## config.mk

```make
export PLATFORM = sky130hd
export DESIGN_NAME = fnd_scan_controller
export DESIGN_NICKNAME = d
export VERILOG_FILES = /design/src/rtl/fnd_scan_controller.sv
export SDC_FILE = /design/constraint.sdc
export NUM_CORES = 1
export LEC_CHECK = 0
export CAP_MARGIN = 25
export CORE_MARGIN = 2
export CORE_UTILIZATION = 59
export DETAILED_ROUTE_END_ITERATION = 6
export PLACE_DENSITY = 0.86
export SYNTH_ARGS = -nofsm -noshare
export SYNTH_HDL_FRONTEND = slang
export SYNTH_SLANG_ARGS = --single-unit
export TNS_END_PERCENT = 30
```

## constraint.sdc

```tcl
create_clock -name i_clk -period 5.1 [get_ports i_clk]
set_input_delay 0.765 -clock i_clk [delete_from_list [all_inputs] [get_ports i_clk]]
set_output_delay 0.765 -clock i_clk [all_outputs]
set_load 0.01 [all_outputs]
```

## src/rtl/fnd_scan_controller.sv

```systemverilog
// 4-digit common-anode 7-segment scan controller. It latches all four digits once per frame,
// suppresses leading zeros, and adds a dark guard interval at the start of each digit slot.
module fnd_scan_controller #(
  parameter int unsigned TICK_DIV     = 100000,
  parameter int unsigned BLANK_CYCLES = 16,
  parameter bit          LZ_BLANK     = 1'b1
) (
  input  logic       i_clk,
  input  logic       i_reset_n,
  input  logic       i_enable,
  input  logic [3:0] i_1000_value,
  input  logic [3:0] i_100_value,
  input  logic [3:0] i_10_value,
  input  logic [3:0] i_1_value,
  input  logic [3:0] i_dp_mask,
  output logic [3:0] o_fndDigit,
  output logic [7:0] o_fndFont,
  output logic       o_frame_done
);

  localparam int unsigned CntW = (TICK_DIV > 2) ? $clog2(TICK_DIV) : 1;
  localparam logic [CntW-1:0] CntMax = CntW'(TICK_DIV - 1);

  logic [CntW-1:0] cnt_q, cnt_d;
  logic [1:0]      idx_q, idx_d;
  logic [15:0]     shadow_q, shadow_d;
  logic [3:0]      dp_q, dp_d;
  logic [3:0]      digit_q, digit_d;
  logic [7:0]      font_q, font_d;
  logic            frame_done_q, frame_done_d;

  logic       wrap;
  logic       guard;
  logic [3:0] cur_val;
  logic [3:0] blank;
  logic [6:0] seg;

  assign wrap  = (cnt_q == CntMax);
  assign guard = (32'(cnt_q) < BLANK_CYCLES);

  // Leading-zero chain: a digit can only blank if every digit to its left is blank.
  always_comb begin
    blank    = 4'b0000;
    blank[3] = LZ_BLANK && (shadow_q[15:12] == 4'h0);
    blank[2] = blank[3] && (shadow_q[11:8] == 4'h0);
    blank[1] = blank[2] && (shadow_q[7:4] == 4'h0);
  end

  always_comb begin
    cur_val = shadow_q[3:0];
    unique case (idx_q)
      2'd0: cur_val = shadow_q[3:0];
      2'd1: cur_val = shadow_q[7:4];
      2'd2: cur_val = shadow_q[11:8];
      2'd3: cur_val = shadow_q[15:12];
      default: cur_val = shadow_q[3:0];
    endcase
  end

  always_comb begin
    seg = 7'h7F;
    case (cur_val)
      4'h0: seg = 7'h40;
      4'h1: seg = 7'h79;
      4'h2: seg = 7'h24;
      4'h3: seg = 7'h30;
      4'h4: seg = 7'h19;
      4'h5: seg = 7'h12;
      4'h6: seg = 7'h02;
      4'h7: seg = 7'h78;
      4'h8: seg = 7'h00;
      4'h9: seg = 7'h10;
      4'hA: seg = 7'h08;
      4'hB: seg = 7'h03;
      4'hC: seg = 7'h46;
      4'hD: seg = 7'h21;
      4'hE: seg = 7'h06;
      4'hF: seg = 7'h0E;
      default: seg = 7'h7F;
    endcase
  end

  always_comb begin
    cnt_d        = cnt_q;
    idx_d        = idx_q;
    shadow_d     = shadow_q;
    dp_d         = dp_q;
    frame_done_d = 1'b0;
    digit_d      = 4'hF;
    font_d       = 8'hFF;
    if (!i_enable) begin
      // Track inputs while dark so the first frame after enable shows current values.
      cnt_d    = '0;
      idx_d    = 2'd0;
      shadow_d = {i_1000_value, i_100_value, i_10_value, i_1_value};
      dp_d     = i_dp_mask;
    end else begin
      cnt_d = wrap ? '0 : cnt_q + 1'b1;
      idx_d = wrap ? idx_q + 2'd1 : idx_q;
      if (wrap && (idx_q == 2'd3)) begin
        shadow_d     = {i_1000_value, i_100_value, i_10_value, i_1_value};
        dp_d         = i_dp_mask;
        frame_done_d = 1'b1;
      end
      if (!guard) begin
        digit_d = ~(4'b0001 << idx_q);
        font_d  = {~dp_q[idx_q], blank[idx_q] ? 7'h7F : seg};
      end
    end
  end

  always_ff @(posedge i_clk or negedge i_reset_n) begin
    if (!i_reset_n) begin
      cnt_q        <= '0;
      idx_q        <= 2'd0;
      shadow_q     <= 16'h0000;
      dp_q         <= 4'h0;
      digit_q      <= 4'hF;
      font_q       <= 8'hFF;
      frame_done_q <= 1'b0;
    end else begin
      cnt_q        <= cnt_d;
      idx_q        <= idx_d;
      shadow_q     <= shadow_d;
      dp_q         <= dp_d;
      digit_q      <= digit_d;
      font_q       <= font_d;
      frame_done_q <= frame_done_d;
    end
  end

  assign o_fndDigit   = digit_q;
  assign o_fndFont    = font_q;
  assign o_frame_done = frame_done_q;

endmodule

```

Word level (Yosys, flattened, before mapping). Memories as Yosys holds them, arrays and structs flattened. Cells that the tools add are included.

Output and inout port bits: 13. Memories: 1. RAM bits: 0. Input port bits: 23. Memory bits (read-only): 112. Bits in latches: 0. Logic and storage cells: 48. Bits in registers: 52.

Memory list: (no name shown) (words 16, width 7, read ports 1, clocked after Yosys merged registers in 0, write ports 0, line 62) `case (cur_val)`.

Bitwise operators: 2. Add/subtract/negate cells: 2. Div/mod/pow operators: 0. Reduce and logical (&&, ||, !) cells: 7. $mul: 0. Magnitude comparators: 2. Mux-type cells: 20. Equality and inequality tests: 6. Shift operators: 1.

Operators by type and width (count): 17-bit two-way mux (2); 16-bit two-way mux (2); 17-bit by 1-bit adder with 17-bit output (second input constant) (1); 17-bit == test (second input constant) (1); 17-bit by 5-bit less-than comparator with 1-bit output (second input constant) (1); 4-bit two-way mux (4); 8-bit two-way mux (2); 4-bit case mux with 4 select lines (1); 4-bit zero test (3); 7-bit two-way mux (1); 1-bit binary-select mux with 2-bit select (2); 2-bit == test (second input constant) (2); 1-bit two-way mux (4); 2-bit two-way mux (2); 2-bit by 1-bit != test with 1-bit output (second input constant) (2); 4-bit NOT (1); 1-bit by 2-bit left shift with 4-bit output (first input constant) (1); 1-bit logical AND (3); 2-bit by 3-bit less-than comparator with 1-bit output (second input constant) (1); 2-bit by 1-bit adder with 2-bit output (second input constant) (1); 2-bit by 1-bit == test with 1-bit output (second input constant) (1); 2-bit zero test (1); 1-bit NOT (1).

Longest topological paths before layout. Gate-level depths: netlist of the first run.

Depth after elaboration: 8. Gate-level depth with buffers: 11. Mapped depth without buffers: 10.

Worst setup path before layout of the first run. Ideal clock, no wire load.

Path kind: reg2reg. From: register idx_q[0]. To: register font_q[4] (netlist: o_fndFont[4]). Library setup time: 0.103 ns. Data arrival time: 2.097 ns. Clock period less this slack: 2.199 ns. Stages on the path, launching flop included: 10. Slack: 2.901 ns. Path buffers: 1. Required time: 4.997 ns. Cells stage by stage: dfrtp_1 -> inv_1 -> ha_1 -> clkbuf_1 -> mux2i_1 -> inv_1 -> ha_1 -> mux2_2 -> nand2_1 -> o211ai_1.

Word-level cells in the longest chain between the ends: 6. Elaborated cells between the ends (all ways): 11. Classes of those cells: eq/ne (3); mux (6); reduce/logical (1); memory (1).

RTL lines: from (decl) (line 25) `logic [1:0] idx_q, idx_d;`; from (signal assigned) (line 123) `idx_q <= idx_d;`; 2-bit == test (tied with other cells) (line 51) `unique case (idx_q)`; 4-bit case mux with 4 select lines (line 51); memory 16 x 7 bit; 7-bit two-way mux * (line 107) `font_d = {~dp_q[idx_q], blank[idx_q] ? 7'h7F : seg};`; 8-bit two-way mux * (line 105) `if (!guard) begin`; 8-bit two-way mux * (line 91) `if (!i_enable) begin`; net font_d[4] (line 29) `logic [7:0] font_q, font_d;`; to (signal assigned) (line 127) `font_q <= font_d;`; to (decl) (line 29).

Mark *: on every way through the listed nets, which the timed path passes. The rest lies on a longest branch. The select of a mux whose other input is x is not followed. A chain may end at the register's enable or synchronous reset.

Worst setup path after layout of the first run. Same ends and word-level chain as after synthesis.

==> Flow_metrics.wiki, run 1 <==
{| class="wikitable"
! Metric !! Value
|-
| Total GRT Usage || 0.213
|-
| Seq/Total Area, Yosys || 0.500
|-
| Horizontal die dimension || 70.8 microns
|-
| Ys flop type || sky130_fd_sc_hd__dfrtp_1
|-
| Total global routing overflow || 0
|-
| YS warnings || 0
|-
| Most instantiated library cell after synthesis || sky130_fd_sc_hd__dfrtp_1
|-
| First-pass GRT wire length || 8300 microns
|-
| Ys async rst share || 1.00
|-
| DRC violation total after the first TritonRoute iteration || 140
|-
| Pwr per Cell Area || 249 nW/um^2
|-
| Combined area of all synthesized cells || 2630 sq um
|-
| Static leakage power || 1.36 nW
|-
| Result of the run || completed
|-
| Synth Area in Compound Gates || 0.0732
|-
| Fraction of synthesized cell area in xor and xnor cells || 0.0532
|-
| Via count of the first global-routing pass || 1803
|-
| Worst vdd rail ir drop || 0.192 mV
|-
| Clock Tree Buf Depth || 2
|-
| Number of inserted filler cells in the final layout || 314
|-
| Antenna violations before repair || 0
|-
| Post-DRT Antenna Nets || 0
|-
| Count of max-cap constraint violations || 0
|-
| Max_slew headroom || 0.631
|-
| Average routed wire per standard cell || 15.2 microns
|-
| Most instantiated cells after synthesis || 40 x sky130_fd_sc_hd__dfrtp_1, 20 x sky130_fd_sc_hd__mux2_4, 20 x sky130_fd_sc_hd__nor2_1
|-
| Initial cell density of the core || 0.609
|-
| Portion of netlist area occupied by mux cells || 0.147
|-
| Largest net degree at the start of global routing || 29
|-
| Clock transition at path regs || 0.10 ns
|-
| Die Ht || 70.8 microns
|-
| Post-CTS Setup Inserts || 0
|-
| Largest family of logic cells by synthesized area || multiplexers
|-
| Core utilization of the finished layout || 0.715
|-
| Worst Setup Path Type || reg2reg
|-
| Number of H-tree levels || 2
|-
| Highest achievable clock rate || 419 MHz
|-
| Post-synthesis average cell area || 12.0 sq um
|-
| Quantity of I/O buffers inserted on ports || 35
|-
| Register area || 1320 sq um
|-
| Dominant cell type by area after synthesis || sky130_fd_sc_hd__dfrtp_1
|-
| First-pass detailed-route iteration total || 4
|-
| Critical path launch point type || flip-flop
|-
| Synth Net Count || 254
|-
| Count of different cell masters after synthesis || 39
|-
| Mapped Cells || 219
|-
| I/O pin total || 36
|-
| Area share of fa/ha/maj cells after synthesis || 0.0570
|-
| Cell types with the largest area share after synthesis || sky130_fd_sc_hd__dfrtp_1 38%, sky130_fd_sc_hd__dfstp_2 12%, sky130_fd_sc_hd__mux2_4 11%, sky130_fd_sc_hd__ha_1 5.7%, sky130_fd_sc_hd__xor2_1 3.3%
|-
| Number of clock sinks || 52
|-
| Final RePlAce weighted congestion || 0.914
|-
| Largest clock skew in the final design || 0.0123 ns
|-
| Number of clock buffers inserted by TritonCTS || 5
|-
| Final critical path time including I/O delays and setup || 2.39 ns
|-
| Flip-flop and latch count after synthesis || 52
|-
| Portion of synthesized cell area occupied by the leading cell type || 0.380
|-
| Required time at the worst-slack endpoint || 5.31 ns
|-
| Number of vias per cell || 5.66
|-
| Worst-Margin Slew || 0.538 ns
|-
| Data arrival time of the worst path || 2.59 ns
|-
| Area growth, synth to finish || 17.4%
|-
| CTS Hold Bufs || 0
|-
| Crit path max fanout || 6
|-
| Endpoints failing setup || 0
|-
| Final count of hold timing violations || 0
|-
| DRC violations left || 0
|-
| Standard-cell rows || 24
|-
| Share of final-layout standard cells stronger than drive strength 1 || 0.194
|-
| Count of vias placed by the detailed router || 1754
|-
| Final worst slack || 2.71 ns
|-
| Placeable core region || 4320 sq um
|-
| Clock latency at the later pin of the worst-skew pair || 0.31 ns
|-
| Count of flip-flops with a built-in enable after synthesis || 0
|-
| HP Class || in2async
|-
| Element type at the critical path end || flip-flop
|-
| Total die area || 5010 sq um
|-
| Antenna fix cells || 0
|-
| Fin Setup TNS || 0 ns
|-
| Root cell of the clock tree || sky130_fd_sc_hd__clkbuf_8
|-
| Worst slack at placement || 2.60 ns
|-
| Period utilization || 0.468
|-
| Cts repair resizes || 0
|-
| Total Routed Length || 4700 microns
|-
| Multi-input combinational cell area || 1220 sq um
|-
| Detailed Place HPWL || 3470 microns
|-
| Final max-slew violation count || 0
|-
| NumNets Final || 292
|-
| Clock tree from TritonCTS || built
|-
| Simple-gate share of the synthesized area || 0.133
|-
| RSZ-0062 raised after global routing || false
|}
area by class of cell:
cell class,count,share of cell area
multi-input cells,151,0.395
inverters,11,0.0134
repair buffers,36,0.118
flip-flops and latches,52,0.426
well taps,52,0.0210
clock buffers,5,0.0223
clock inverters,3,0.00445
worst max-delay path, cell delays in order (launching register included):
cell	delay, ns
sky130_fd_sc_hd__dfrtp_1	0.43
sky130_fd_sc_hd__inv_1	0.16
sky130_fd_sc_hd__ha_1	0.33
sky130_fd_sc_hd__mux2i_1	0.47
sky130_fd_sc_hd__inv_1	0.18
sky130_fd_sc_hd__ha_1	0.30
sky130_fd_sc_hd__mux2_2	0.27
sky130_fd_sc_hd__nand2_1	0.07
sky130_fd_sc_hd__o211ai_1	0.09
routing by layer:
metal / track usage / routed length, microns
met3: 0.0527 / 216
met1: 0.289 / 2170
met4: 0.0713 / 89
met5: 0 / 0
met2: 0.337 / 2230
worst paths after layout:
| path | startpoint | to | slack, ns | cells after the start |
|---|---|---|---|---|
| hold / removal | i_reset_n | cnt_q[2]$_DFF_PN0_ | 0.44 | 1 |
| max in group asynchronous | i_reset_n | o_fndFont[6]$_DFF_PN1_ | 4.05 | 2 |
| hold reg to reg | cnt_q[0]$_DFF_PN0_ | cnt_q[0]$_DFF_PN0_ | 0.51 | 1 |
| setup reg to reg | idx_q[0]$_DFFE_PN0P_ | o_fndFont[4]$_DFF_PN1_ | 2.71 | 8 |
| setup / recovery | idx_q[0]$_DFFE_PN0P_ | o_fndFont[4]$_DFF_PN1_ | 2.71 | 8 |
| min in group i_clk | cnt_q[0]$_DFF_PN0_ | cnt_q[0]$_DFF_PN0_ | 0.51 | 1 |
cells in the final DEF (no fill, tap or decap), drive strengths merged, types with 7 or more instances in the layout:
cell,instances
dfstp,12
nor2,20
clkdlybuf4s50,34
ha,12
xor2,10
inv,11
dfrtp,40
nand2,19
a21oi,7
o21ai,7
mux2,23
logic make-up after synthesis:
group                    Yosys count
XOR/XNOR                          16
AO/OA/AOI/OAI                     27
AND/OR/NAND/NOR                   69
adder cells (fa/ha/maj)           12
buffers and inverters             16
flip-flops                        52
multiplexers                      27
registers in the layout, indices dropped and copies added, names as in the netlist:
register	count
o_fndFont	8
idx_q	2
shadow_q	16
dp_q	4
cnt_q	17
o_frame_done	1
o_fndDigit	4
through the flow:
| step | instances | hold slack (ns) | power (mW) | cell area [sq um] |
|---|---|---|---|---|
| after floorplan | 219 | 0.451 | 0.514 | 2630 |
| after global placement | 301 | 0.475 | 0.546 | 2990 |
| after detailed placement | 302 | 0.498 | 0.553 | 3010 |
| after CTS | 310 | 0.447 | 0.776 | 3090 |
| after global routing | 310 | 0.477 | 0.802 | 3090 |
| final | 310 | 0.435 | 0.771 | 3090 |
power breakdown:
group          internal, mW  switching [mW]  leakage [nW]
clock network        0.0935           0.132        0.0453
registers             0.430          0.0159         0.637
logic                0.0550          0.0435         0.678
total                 0.579           0.192          1.36
Power figures use the tool's default switching activity.
==> run 2: changes to the inputs <==
- CORE_UTILIZATION: 59 -> 54
- PLACE_DENSITY: 0.86 -> 0.8
- clock period: 5.1 -> 2.49 ns (I/O delays scaled with it)
==> Flow_metrics.wiki, run 2 (synthesis results as in run 1) <==
{| class="wikitable"
! Metric !! Value
|-
| Multi-input combinational cell area || 1220 sq um
|-
| DRC violations left || 0
|-
| Antenna violations before repair || 0
|-
| Commonest cells after routing, fill and taps aside || 38 x sky130_fd_sc_hd__dfrtp_1, 34 x sky130_fd_sc_hd__clkdlybuf4s50_1, 20 x sky130_fd_sc_hd__nor2_1, 20 x sky130_fd_sc_hd__mux2_4, 19 x sky130_fd_sc_hd__nand2_1
|-
| Largest net degree at the start of global routing || 53
|-
| Met2 layer wire length in the routed design || 2160 microns
|-
| Element type at the critical path end || flip-flop
|-
| Total die area || 5450 sq um
|-
| Total Routed Length || 4760 microns
|-
| Area growth, synth to finish || 19.4%
|-
| Pwr per Cell Area || 500 nW/um^2
|-
| Required time at the worst-slack endpoint || 2.67 ns
|-
| Data arrival time of the worst path || 2.53 ns
|-
| Clock latency at the later pin of the worst-skew pair || 0.30 ns
|-
| Total GRT Usage || 0.195
|-
| Initial cell density of the core || 0.558
|-
| Count of vias placed by the detailed router || 1704
|-
| Hold Worst Slack || 0.155 ns
|-
| Reg-to-reg critical path startpoint || idx_q[0]$_DFFE_PN0P_
|-
| Fin Setup TNS || 0 ns
|-
| Clock Tree Buf Depth || 2
|-
| Number of vias per cell || 5.16
|-
| Clock transition at path regs || 0.09 ns
|-
| Number of clock buffers inserted by TritonCTS || 5
|-
| Share of final-layout standard cells stronger than drive strength 1 || 0.221
|-
| Critical path's slowest cell || sky130_fd_sc_hd__a222oi_1
|-
| Worst slack at placement || 0.133 ns
|-
| Die Ht || 73.8 microns
|-
| Metal3 WL || 133 microns
|-
| Endpoints failing setup || 0
|-
| First-pass GRT wire length || 8020 microns
|-
| Register area || 1320 sq um
|-
| Critical path launch point type || flip-flop
|-
| Period utilization || 0.945
|-
| Quantity of I/O buffers inserted on ports || 35
|-
| Number of cells on the worst reg-to-reg path || 9
|-
| Final worst slack || 0.136 ns
|-
| Uppermost signal routing layer after detailed routing || met4
|-
| Root cell of the clock tree || sky130_fd_sc_hd__clkbuf_8
|-
| Static leakage power || 1.37 nW
|-
| Crit path max fanout || 5
|-
| Horizontal die dimension || 73.8 microns
|-
| Number of H-tree levels || 2
|-
| Average routed wire per standard cell || 14.4 microns
|-
| Worst-Margin Slew || 0.586 ns
|-
| Setup slack of the worst register-to-register path || 0.14 ns
|-
| Largest clock skew in the final design || 0.00621 ns
|-
| Final critical path time including I/O delays and setup || 2.35 ns
|-
| Number of inserted filler cells in the final layout || 356
|-
| Count of max-cap constraint violations || 0
|-
| DRC violation total after the first TritonRoute iteration || 216
|-
| Final count of hold timing violations || 0
|-
| Core utilization of the finished layout || 0.666
|-
| Number of clock sinks || 52
|-
| NumNets Final || 298
|-
| Most flops, register || cnt_q
|-
| Standard-cell rows || 25
|-
| Result of the run || completed
|-
| Highest achievable clock rate || 425 MHz
|-
| Post-DRT Antenna Nets || 0
|-
| Worst reg2reg path endpoint || o_fndFont[5]$_DFF_PN1_
|-
| Length of routed wiring on met1 || 2400 microns
|-
| Flip-flop count of the largest register after layout || 17
|-
| Final RePlAce weighted congestion || 0.803
|-
| Via count of the first global-routing pass || 1661
|-
| Final max-slew violation count || 0
|-
| Most common cell after layout, fill and taps aside || sky130_fd_sc_hd__dfrtp_1
|-
| Cell Chain, Critical Path || inv_1 -> ha_1 -> a222oi_1 -> mux2i_2 -> ha_1 -> inv_1 -> nor2_1 -> a21oi_1 -> o221ai_1
|-
| Detailed Place HPWL || 3520 microns
|-
| First-pass detailed-route iteration total || 4
|-
| Worst Setup Path Type || reg2reg
|-
| I/O pin total || 36
|-
| Max_slew headroom || 0.598
|-
| Worst vdd rail ir drop || 0.283 mV
|-
| Total global routing overflow || 0
|-
| Slowest cell delay on critical path || 0.45 ns
|-
| Antenna fix cells || 0
|-
| Total power || 1.57 mW
|-
| Clock tree from TritonCTS || built
|-
| HP Class || in2async
|-
| Placeable core region || 4720 sq um
|}
[run 2: changes by cell type in the layout (fill, tap and decap cells not counted), sizes merged]
cell    previous run  this run
clkinv             3         1
clkbuf             5         6
buf                2         8
[run 2: worst max path at each step]
stage,startpoint,endpoint,slack (ns),depth (start not counted)
after CTS,idx_q[0]$_DFFE_PN0P_,o_fndFont[4]$_DFF_PN1_,0.13,8
after floorplan,idx_q[0]$_DFFE_PN0P_,o_fndFont[4]$_DFF_PN1_,0.29,9
after detailed placement,idx_q[0]$_DFFE_PN0P_,o_fndFont[4]$_DFF_PN1_,0.13,8
after global routing,idx_q[0]$_DFFE_PN0P_,o_fndFont[1]$_DFF_PN1_,-0.03,8
final,idx_q[0]$_DFFE_PN0P_,o_fndFont[5]$_DFF_PN1_,0.14,9
after global placement,idx_q[0]$_DFFE_PN0P_,o_fndFont[4]$_DFF_PN1_,0.23,8
[run 2: cell type report]
| class | instances | share of cell area |
|---|---|---|
| Clock buffer | 6 | 0.0231 |
| Timing Repair Buffer | 42 | 0.127 |
| Inverter | 11 | 0.0131 |
| Sequential cell | 52 | 0.419 |
| Multi-Input combinational cell | 151 | 0.390 |
| Tap cell | 67 | 0.0267 |
| Clock inverter | 1 | 0.00159 |
[run 2: routing by layer]
metal	vias up	GRT usage
li1	851	-
met5	-	0
met2	34	0.290
met3	7	0.0329
met4	0	0.0707
met1	812	0.287
[run 2: repair_timing]
item                       CTS  global route
gates resized for setup      0             3
setup endpoints to repair    0             4
hold buffers                 0             0
buffers inserted             0             3
[run 2: power by group]
group	switching (mW)	internal, mW
sequential	0.0326	0.881
combinational	0.0919	0.119
clock	0.254	0.192
[run 2: critical path: cells and delay by family, from the launching register on]
kind | cells | cell delay [ns]
buf+inv | 2 | 0.19
simple gates | 1 | 0.06
compound gates | 3 | 0.85
flops | 1 | 0.41
fa+ha+maj | 2 | 0.51
mux | 1 | 0.21
[run 2: stage by stage]
stage               instance area [sq um]  cells
floorplan                            2630    219
finish                               3140    330
detailed placement                   3040    320
global placement                     3040    320
global route                         3140    330
CTS                                  3120    327
==> run 3: changes to the inputs <==
- CORE_ASPECT_RATIO: default -> 1.75
==> Flow_metrics.wiki, run 3 (synthesis results as in run 1) <==
{| class="wikitable"
! Metric !! Value
|-
| Clock latency at the later pin of the worst-skew pair || 0.31 ns
|-
| Setup slack of the worst register-to-register path || 0.18 ns
|-
| Number of clock buffers inserted by TritonCTS || 5
|-
| Number of clock sinks || 52
|-
| NumNets Final || 298
|-
| Final Cell Area || 3160 sq um
|-
| Average routed wire per standard cell || 16.6 microns
|-
| Total GRT Usage || 0.207
|-
| Uppermost signal routing layer after detailed routing || met4
|-
| Psw || 0.419 mW
|-
| Proportion of power drawn by flip-flops and latches || 0.563
|-
| Die Ht || 96.4 microns
|-
| Most flops, register || cnt_q
|-
| Data arrival time of the worst path || 2.54 ns
|-
| Final count of hold timing violations || 0
|-
| Pwr per Cell Area || 513 nW/um^2
|-
| Max_slew headroom || 0.591
|-
| Period utilization || 0.929
|-
| Internal power || 1.20 mW
|-
| Most common cell after layout, fill and taps aside || sky130_fd_sc_hd__dfrtp_1
|-
| Number of vias per cell || 5.71
|-
| Portion of total power attributed to the clock network || 0.308
|-
| Via count of the first global-routing pass || 1912
|-
| Worst vdd rail ir drop || 0.515 mV
|-
| First-pass detailed-route iteration total || 4
|-
| Clock Tree Buf Depth || 2
|-
| HP Class || in2async
|-
| Required time at the worst-slack endpoint || 2.72 ns
|-
| Largest net degree at the start of global routing || 28
|-
| Commonest cells after routing, fill and taps aside || 39 x sky130_fd_sc_hd__dfrtp_1, 34 x sky130_fd_sc_hd__clkdlybuf4s50_1, 20 x sky130_fd_sc_hd__nor2_1, 20 x sky130_fd_sc_hd__mux2_4, 19 x sky130_fd_sc_hd__nand2_1
|-
| Crit path max fanout || 5
|-
| Final critical path time including I/O delays and setup || 2.31 ns
|-
| Antenna violations before repair || 0
|-
| Total Routed Length || 5240 microns
|-
| Quantity of I/O buffers inserted on ports || 35
|-
| Result of the run || completed
|-
| Final max-slew violation count || 0
|-
| Total global routing overflow || 0
|-
| Static leakage power || 1.39 nW
|-
| Post-DP Area || 3050 sq um
|-
| Horizontal die dimension || 56.8 microns
|-
| Length of routed wiring on met1 || 1990 microns
|-
| Clock tree from TritonCTS || built
|-
| Metal3 WL || 164 microns
|-
| First-pass GRT wire length || 8630 microns
|-
| DRC violations left || 0
|-
| Worst Setup Path Type || reg2reg
|-
| Flip-flop count of the largest register after layout || 17
|-
| Largest clock skew in the final design || 0.00913 ns
|-
| Critical path launch point type || flip-flop
|-
| Worst-Margin Slew || 0.614 ns
|-
| Portion of total power attributed to combinational logic || 0.129
|-
| Total power || 1.62 mW
|-
| Antenna fix cells || 0
|-
| Post-DRT Antenna Nets || 0
|-
| DRC violation total after the first TritonRoute iteration || 83
|-
| Count of vias placed by the detailed router || 1804
|-
| I/O pin total || 36
|-
| Count of max-cap constraint violations || 0
|-
| Met2 layer wire length in the routed design || 2960 microns
|-
| Number of H-tree levels || 2
|-
| Switching Share || 0.258
|-
| Final RePlAce weighted congestion || 0.845
|-
| Detailed Place HPWL || 4000 microns
|-
| Clock transition at path regs || 0.10 ns
|-
| Root cell of the clock tree || sky130_fd_sc_hd__clkbuf_8
|-
| Placeable core region || 4710 sq um
|-
| CTS Hold Bufs || 0
|-
| Share of final-layout standard cells stronger than drive strength 1 || 0.223
|-
| Standard-cell rows || 33
|-
| Total die area || 5470 sq um
|-
| Endpoints failing setup || 0
|-
| Highest achievable clock rate || 432 MHz
|-
| Element type at the critical path end || flip-flop
|-
| Area growth, synth to finish || 20.1%
|-
| Initial cell density of the core || 0.560
|}
run 3: final cells by class:
cell class                      count  area, sq um
Clock buffer                        5         68.8
Clock inverter                      3         27.5
Fill cell                         362         1540
Inverter                           11         41.3
Multi-Input combinational cell    151         1230
Sequential cell                    52         1320
Tap cell                           52         65.1
Timing Repair Buffer               42          410
run 3: critical path, stage by stage (launching register included):
cell and delay (ns):
sky130_fd_sc_hd__dfrtp_1 0.40, sky130_fd_sc_hd__inv_1 0.12, sky130_fd_sc_hd__ha_1 0.27, sky130_fd_sc_hd__a222oi_1 0.48, sky130_fd_sc_hd__mux2i_4 0.16, sky130_fd_sc_hd__inv_1 0.16, sky130_fd_sc_hd__ha_1 0.25, sky130_fd_sc_hd__o21ai_0 0.15
sky130_fd_sc_hd__a21oi_1 0.05, sky130_fd_sc_hd__o21ai_0 0.18
run 3: worst paths after layout:
check | start | end | depth (start not counted)
setup / recovery | idx_q[0]$_DFFE_PN0P_ | o_fndFont[3]$_DFF_PN1_ | 9
hold / removal | i_reset_n | cnt_q[5]$_DFF_PN0_ | 1
setup reg to reg | idx_q[0]$_DFFE_PN0P_ | o_fndFont[3]$_DFF_PN1_ | 9
hold reg to reg | dp_q[2]$_DFFE_PN0P_ | dp_q[2]$_DFFE_PN0P_ | 1
max in group asynchronous | i_reset_n | o_fndDigit[1]$_DFF_PN1_ | 2
min in group i_clk | dp_q[2]$_DFFE_PN0P_ | dp_q[2]$_DFFE_PN0P_ | 1
run 3: through the flow:
step                      instances  setup WS (ns)  hold slack, ns  utilization  setup TNS, ns
after global routing            316        -0.0285          0.0952        0.672        -0.0285
after global placement          307          0.235           0.403        0.647              0
after floorplan                 219          0.291          0.0779            -              0
final                           316          0.176          0.0578        0.672              0
after CTS                       315         0.0862          0.0650        0.668              0
after detailed placement        307         0.0978           0.411        0.647              0
run 3: layer usage:
layer / track usage / vias up
li1: - / 849
met1: 0.220 / 899
met2: 0.395 / 45
met3: 0.0320 / 11
met4: 0.0950 / 0
met5: 0 / -
run 3: repair_timing:
action                                  in CTS  in global routing
buffers inserted                             0                  1
gates resized for setup                      0                  3
endpoints found under the setup margin       0                  4
run 3: power groups by stage:
stage	sequential, mW	clock [mW]	combinational (mW)
floorplan	0.917	0	0.136
global placement	0.928	0	0.202
detailed placement	0.928	0	0.208
CTS	0.913	0.514	0.209
global route	0.918	0.544	0.230
finish	0.914	0.500	0.210
==> variant 1, RTL diff (settings of run 2) <==
The output `o_fndDigit` loses its register stage (`digit_q` becomes a continuous assignment).
--- a/src/rtl/fnd_scan_controller.sv
+++ b/src/rtl/fnd_scan_controller.sv
@@ -117,3 +117,2 @@
       dp_q         <= 4'h0;
-      digit_q      <= 4'hF;
       font_q       <= 8'hFF;
@@ -125,3 +124,2 @@
       dp_q         <= dp_d;
-      digit_q      <= digit_d;
       font_q       <= font_d;
@@ -130,2 +128,4 @@
   end
+
+  assign digit_q = digit_d;
 
Formal check against the unedited RTL: same outputs for any inputs over 10 cycles, from zero or initial values and one cycle with i_reset_n low; that may be too few to reach the edited logic, so the function may still have changed.
==> variant 1 against run 2 <==
  * Routed wire length is 4.6% higher
  * Setup slack worse by 0.080 ns
  * Cell count is 3.9% lower
  * Sequential cell count is 4 lower
  * Total power is 2.5% lower
  * Worst hold slack worse by 0.079 ns
  * Synthesized area is 4.0% lower
  * Cell area is 2.5% lower
  * Critical path type is now reg2out
  * Largest power group unchanged
==> variant 1: results (changes against run 2) <==
Parameter                              Value

Outcome
  Status    completed

Route
  Initial drt markers    129 (-40%)
  DR WL/cell    15.71 um (+8.9%)
  Vias per std cell    5.498 (+6.5%)

Synth
  Most numerous cell types in the synthesized netlist    40 x sky130_fd_sc_hd__dfrtp_1, 20 x sky130_fd_sc_hd__mux2_4, 20 x sky130_fd_sc_hd__nor2_1, 19 x sky130_fd_sc_hd__nand2_1, 12 x sky130_fd_sc_hd__ha_1
  Syn Nets    250 (-1.6%)
  Parity-gate share of the synthesized area counting xor and xnor cells    5.542% (+0.22 points)
  Multiplexer share of the synthesized area    15.29% (+0.61 points)
  Share of the synthesized area in compound gates (AO/OA/AOI/OAI)    7.620% (+0.30 points)
  Seq/Total Area, Yosys    47.90% (-2.1 points)

Critical path
  Arrival time of the worst setup path    2.06 ns (-0.47 ns)
  Slowest CP cell    sky130_fd_sc_hd__or4_1
  Longest individual stage delay on the worst path    0.50 ns (+0.05 ns)
  Maximum fanout along the worst path    6 (+1)

Final layout
  Number of nets in the layout    299 (+0.34%)
  Bufs w/o clock    47 (+12%)
  Number of clock buffers in the layout    8 (+2)
  Non-clock buffers, area share    14.04% (+1.4 points)
  Fraction of layout cells with a size suffix above 1    21.51% (-0.54 points)

STA
  Max-slew headroom    59.10% (-0.70 points)
  Clock Skew    0.009205 ns (+0.002996 ns)

Placement
  HPWL after DPL    3.622 mm (+3.0%)
  Cell area after placement    2974 um^2 (-2.1%)
  Placer's final routability congestion estimate    0.8465 (+5.4%)
  Worst slack at placement    0.1090 ns (-0.02390 ns)

Global routing
  Vias in the first global route    1783 (+7.3%)
  Wire length of the first global-routing pass    8.583 mm (+7.1%)

Power
  Peak supply drop    412.8 uV (+46%)
  Power of the clock network    0.000470 W (+5.4%)
  Leakage power    1.360 nW (-0.85%)
variant 1: final timing paths:
path                                       from                       end  slack, ns  cells past startpoint
max                         cnt_q[15]$_DFF_PN0_             o_fndDigit[2]       0.06                      4
min                                   i_reset_n  shadow_q[14]$_DFFE_PN0P_       0.08                      1
max reg2reg                idx_q[1]$_DFFE_PN0P_    o_fndFont[4]$_DFF_PN1_       0.15                      8
min reg2reg                  cnt_q[0]$_DFF_PN0_        cnt_q[0]$_DFF_PN0_       0.50                      1
max in group asynchronous             i_reset_n    o_fndFont[4]$_DFF_PN1_       1.75                      2
min in group i_clk           cnt_q[0]$_DFF_PN0_        cnt_q[0]$_DFF_PN0_       0.50                      1
variant 1: logic make-up (layout without fill, tap and decap cells):
| family | Yosys count | after routing |
|---|---|---|
| simple gates | 69 | 69 |
| flops | 48 | 48 |
| compound gates | 27 | 27 |
| mux | 27 | 27 |
| xor+xnor | 16 | 16 |
| buf+inv | 16 | 66 |
| fa+ha+maj | 12 | 12 |
variant 1: repair_timing:
item / CTS / global route
pin swaps: 0 / 1
resized for setup: 4 / 2
setup endpoints to repair: 4 / 4
variant 1: through the flow:
| step | std cells | hold slack [ns] |
|---|---|---|
| global placement | 309 | 0.4393 |
| floorplan | 215 | 0.07791 |
| finish | 317 | 0.07597 |
| CTS | 317 | 0.1065 |
| global route | 317 | 0.1538 |
| detailed placement | 309 | 0.4319 |
variant 1: metal layers:
layer	up-vias	global-route usage, %	part of all wire (%)
met4	0	10.49	2.5
met5	-	0	0
met1	833	30.57	48
met2	51	32.11	44
li1	848	-	-
met3	11	4.167	4.8
==> variant 2, RTL diff (settings of run 2) <==
Made on the original files. Set the parameter `TICK_DIV` to 400000 (it was 100000).
--- a/src/rtl/fnd_scan_controller.sv
+++ b/src/rtl/fnd_scan_controller.sv
@@ -3,3 +3,3 @@
 module fnd_scan_controller #(
-  parameter int unsigned TICK_DIV     = 100000,
+  parameter int unsigned TICK_DIV     = 400000,
   parameter int unsigned BLANK_CYCLES = 16,
Function: same outputs for any inputs over 10 cycles, from zero or initial values and one cycle with i_reset_n low; that may be too few to reach the edited logic, so the function may still have changed.
==> variant 2 against run 2 <==
  * First-iteration DRC count shrank 21%
  * Routed wire length grew 5.0%
  * Synthesized area grew 5.1%
  * Die area grew 4.8%
  * Synthesized cell count grew 4.6%
  * Cell area grew 4.4%
  * Total power grew 5.1%
  * Setup slack gained 0.075 ns
  * Count of clock-buffer cells in the layout grew 1
  * Fmax grew 3.3%
  * Global-route usage shrank 0.30 points
  * Sequential cell count grew 2
  * Critical endpoint is now o_fndFont[3]$_DFF_PN1_
  * Highest routed layer unchanged
==> variant 2: results (changes against run 2) <==
Parameter                              Value

STA
  Worst-Margin Slew    0.6632 ns (+0.07687 ns)
  Post-Route Hold Slack    0.1771 ns (+0.02220 ns)
  Clock Skew    0.004252 ns (-0.001957 ns)
  Maximum operating frequency    438.7 MHz (+3.3%)

Critical path
  Capture point of the worst path    o_fndFont[3]$_DFF_PN1_
  Setup slack, reg-to-reg    0.21 ns (+0.07 ns)
  Arrival time of the worst setup path    2.51 ns (-0.02 ns)
  Longest individual stage delay on the worst path    0.42 ns (-0.03 ns)
  Depth of the worst register-to-register path    9 (unchanged)

Final layout
  Number of nets in the layout    306 (+2.7%)
  Max reg flops    19 (+2)
  Fraction of layout cells with a size suffix above 1    23.16% (+1.1 points)

Global routing
  Pin count of the biggest net entering global routing    55 (+3.8%)
  Global Route met3 Usage    4.630% (+1.3 points)
  Wire length of the first global-routing pass    8.280 mm (+3.3%)
  Met2 track utilization from global routing    29.47% (+0.50 points)
  GR Util All Layers    19.17% (-0.30 points)
  Fraction of met1 tracks used by global routing    27.28% (-1.4 points)

Synth
  Top cells by area, synth    sky130_fd_sc_hd__dfrtp_1 38%, sky130_fd_sc_hd__dfstp_2 11%, sky130_fd_sc_hd__mux2_4 11%
  Synth warn    0 (unchanged)
  Number of distinct library cells after synthesis    44 (+13%)
  Most numerous cell types in the synthesized netlist    42 x sky130_fd_sc_hd__dfrtp_1, 20 x sky130_fd_sc_hd__mux2_4, 20 x sky130_fd_sc_hd__nor2_1, 13 x sky130_fd_sc_hd__nand2_1
  Syn Nets    264 (+3.9%)
  Seq/Total Area, Yosys    49.34% (-0.63 points)

Route
  WL final    4.997 mm (+5.0%)
  Vias    1839 (+7.9%)

Power
  Leakage power    1.432 nW (+4.4%)

Placement
  Placer's final routability congestion estimate    0.8611 (+7.2%)
  HPWL after DPL    3.548 mm (+0.89%)
  Worst slack at placement    0.1496 ns (+0.01676 ns)

Outcome
  Status    completed
==> variant 2: cell types whose count changed after synthesis, moves of 2 or more <==
cell / run 2 / this run
sky130_fd_sc_hd__nor4_1: 3 / 5
sky130_fd_sc_hd__xor2_1: 10 / 8
sky130_fd_sc_hd__and3_1: 1 / 4
sky130_fd_sc_hd__nand2_1: 19 / 13
sky130_fd_sc_hd__xnor2_1: 6 / 10
sky130_fd_sc_hd__dfrtp_1: 40 / 42
sky130_fd_sc_hd__nand3_1: 6 / 9
==> variant 2: timing repair <==
action / in CTS / in global routing
setup buffers: 0 / 2
endpoints found under the setup margin: 0 / 3
resized for setup: 0 / 3
==> variant 2: worst register-to-register path, stage by stage, from the launching register on <==
cell and delay [ns]:
sky130_fd_sc_hd__dfrtp_1 0.38, sky130_fd_sc_hd__inv_1 0.11, sky130_fd_sc_hd__ha_1 0.29, sky130_fd_sc_hd__a222oi_1 0.43
sky130_fd_sc_hd__mux2i_2 0.19, sky130_fd_sc_hd__inv_2 0.13, sky130_fd_sc_hd__ha_1 0.26, sky130_fd_sc_hd__o21ai_0 0.22
sky130_fd_sc_hd__a21oi_1 0.06, sky130_fd_sc_hd__o21ai_0 0.14
==> variant 2: per-stage QoR <==
| stage | total power (W) | cell area (um^2) | instances |
|---|---|---|---|
| 2_1_floorplan | 0.001089 | 2769 | 229 |
| 3_3_place_gp | 0.001159 | 3172 | 332 |
| 3_5_place_dp | 0.001166 | 3172 | 332 |
| 4_1_cts | 0.001662 | 3263 | 340 |
| 5_1_grt | 0.001721 | 3283 | 342 |
| 6_report | 0.001651 | 3283 | 342 |
==> variant 2: kinds of logic (layout without fill, tap and decap cells) <==
logic type | after synthesis | after routing | synth area share [%]
AO/OA/AOI/OAI | 27 | 27 | 6.824
XOR/XNOR | 18 | 18 | 5.694
multiplexers | 27 | 27 | 13.96
AND/OR/NAND/NOR | 74 | 74 | 15.09
adder cells (fa/ha/maj) | 12 | 12 | 5.422
buffers and inverters | 17 | 60 | 3.660
flip-flops | 54 | 54 | 49.34
==> variant 2: cell type report <==
| type | instances | area [um^2] |
|---|---|---|
| Clock buffer | 7 | 86.33 |
| Clock inverter | 1 | 5.005 |
| Fill cell | 377 | 1759 |
| Inverter | 11 | 41.29 |
| Multi-Input combinational cell | 158 | 1305 |
| Sequential cell | 54 | 1368 |
| Tap cell | 70 | 87.58 |
| Timing Repair Buffer | 41 | 390.4 |
==> variant 2: power breakdown <==
part,internal [W],switching (W),leakage (nW),total [W]
logic,0.000115,0.0000931,0.720,0.000208
registers,0.000914,0.0000334,0.663,0.000947
clock network,0.000225,0.000270,0.0482,0.000495
total,0.00125,0.000397,1.43,0.00165
==> variant 2: routing by layer <==
metal	wire (um)	up-vias
met5	0	-
met4	60	0
met3	179	8
met2	2383	46
met1	2374	894
li1	-	891
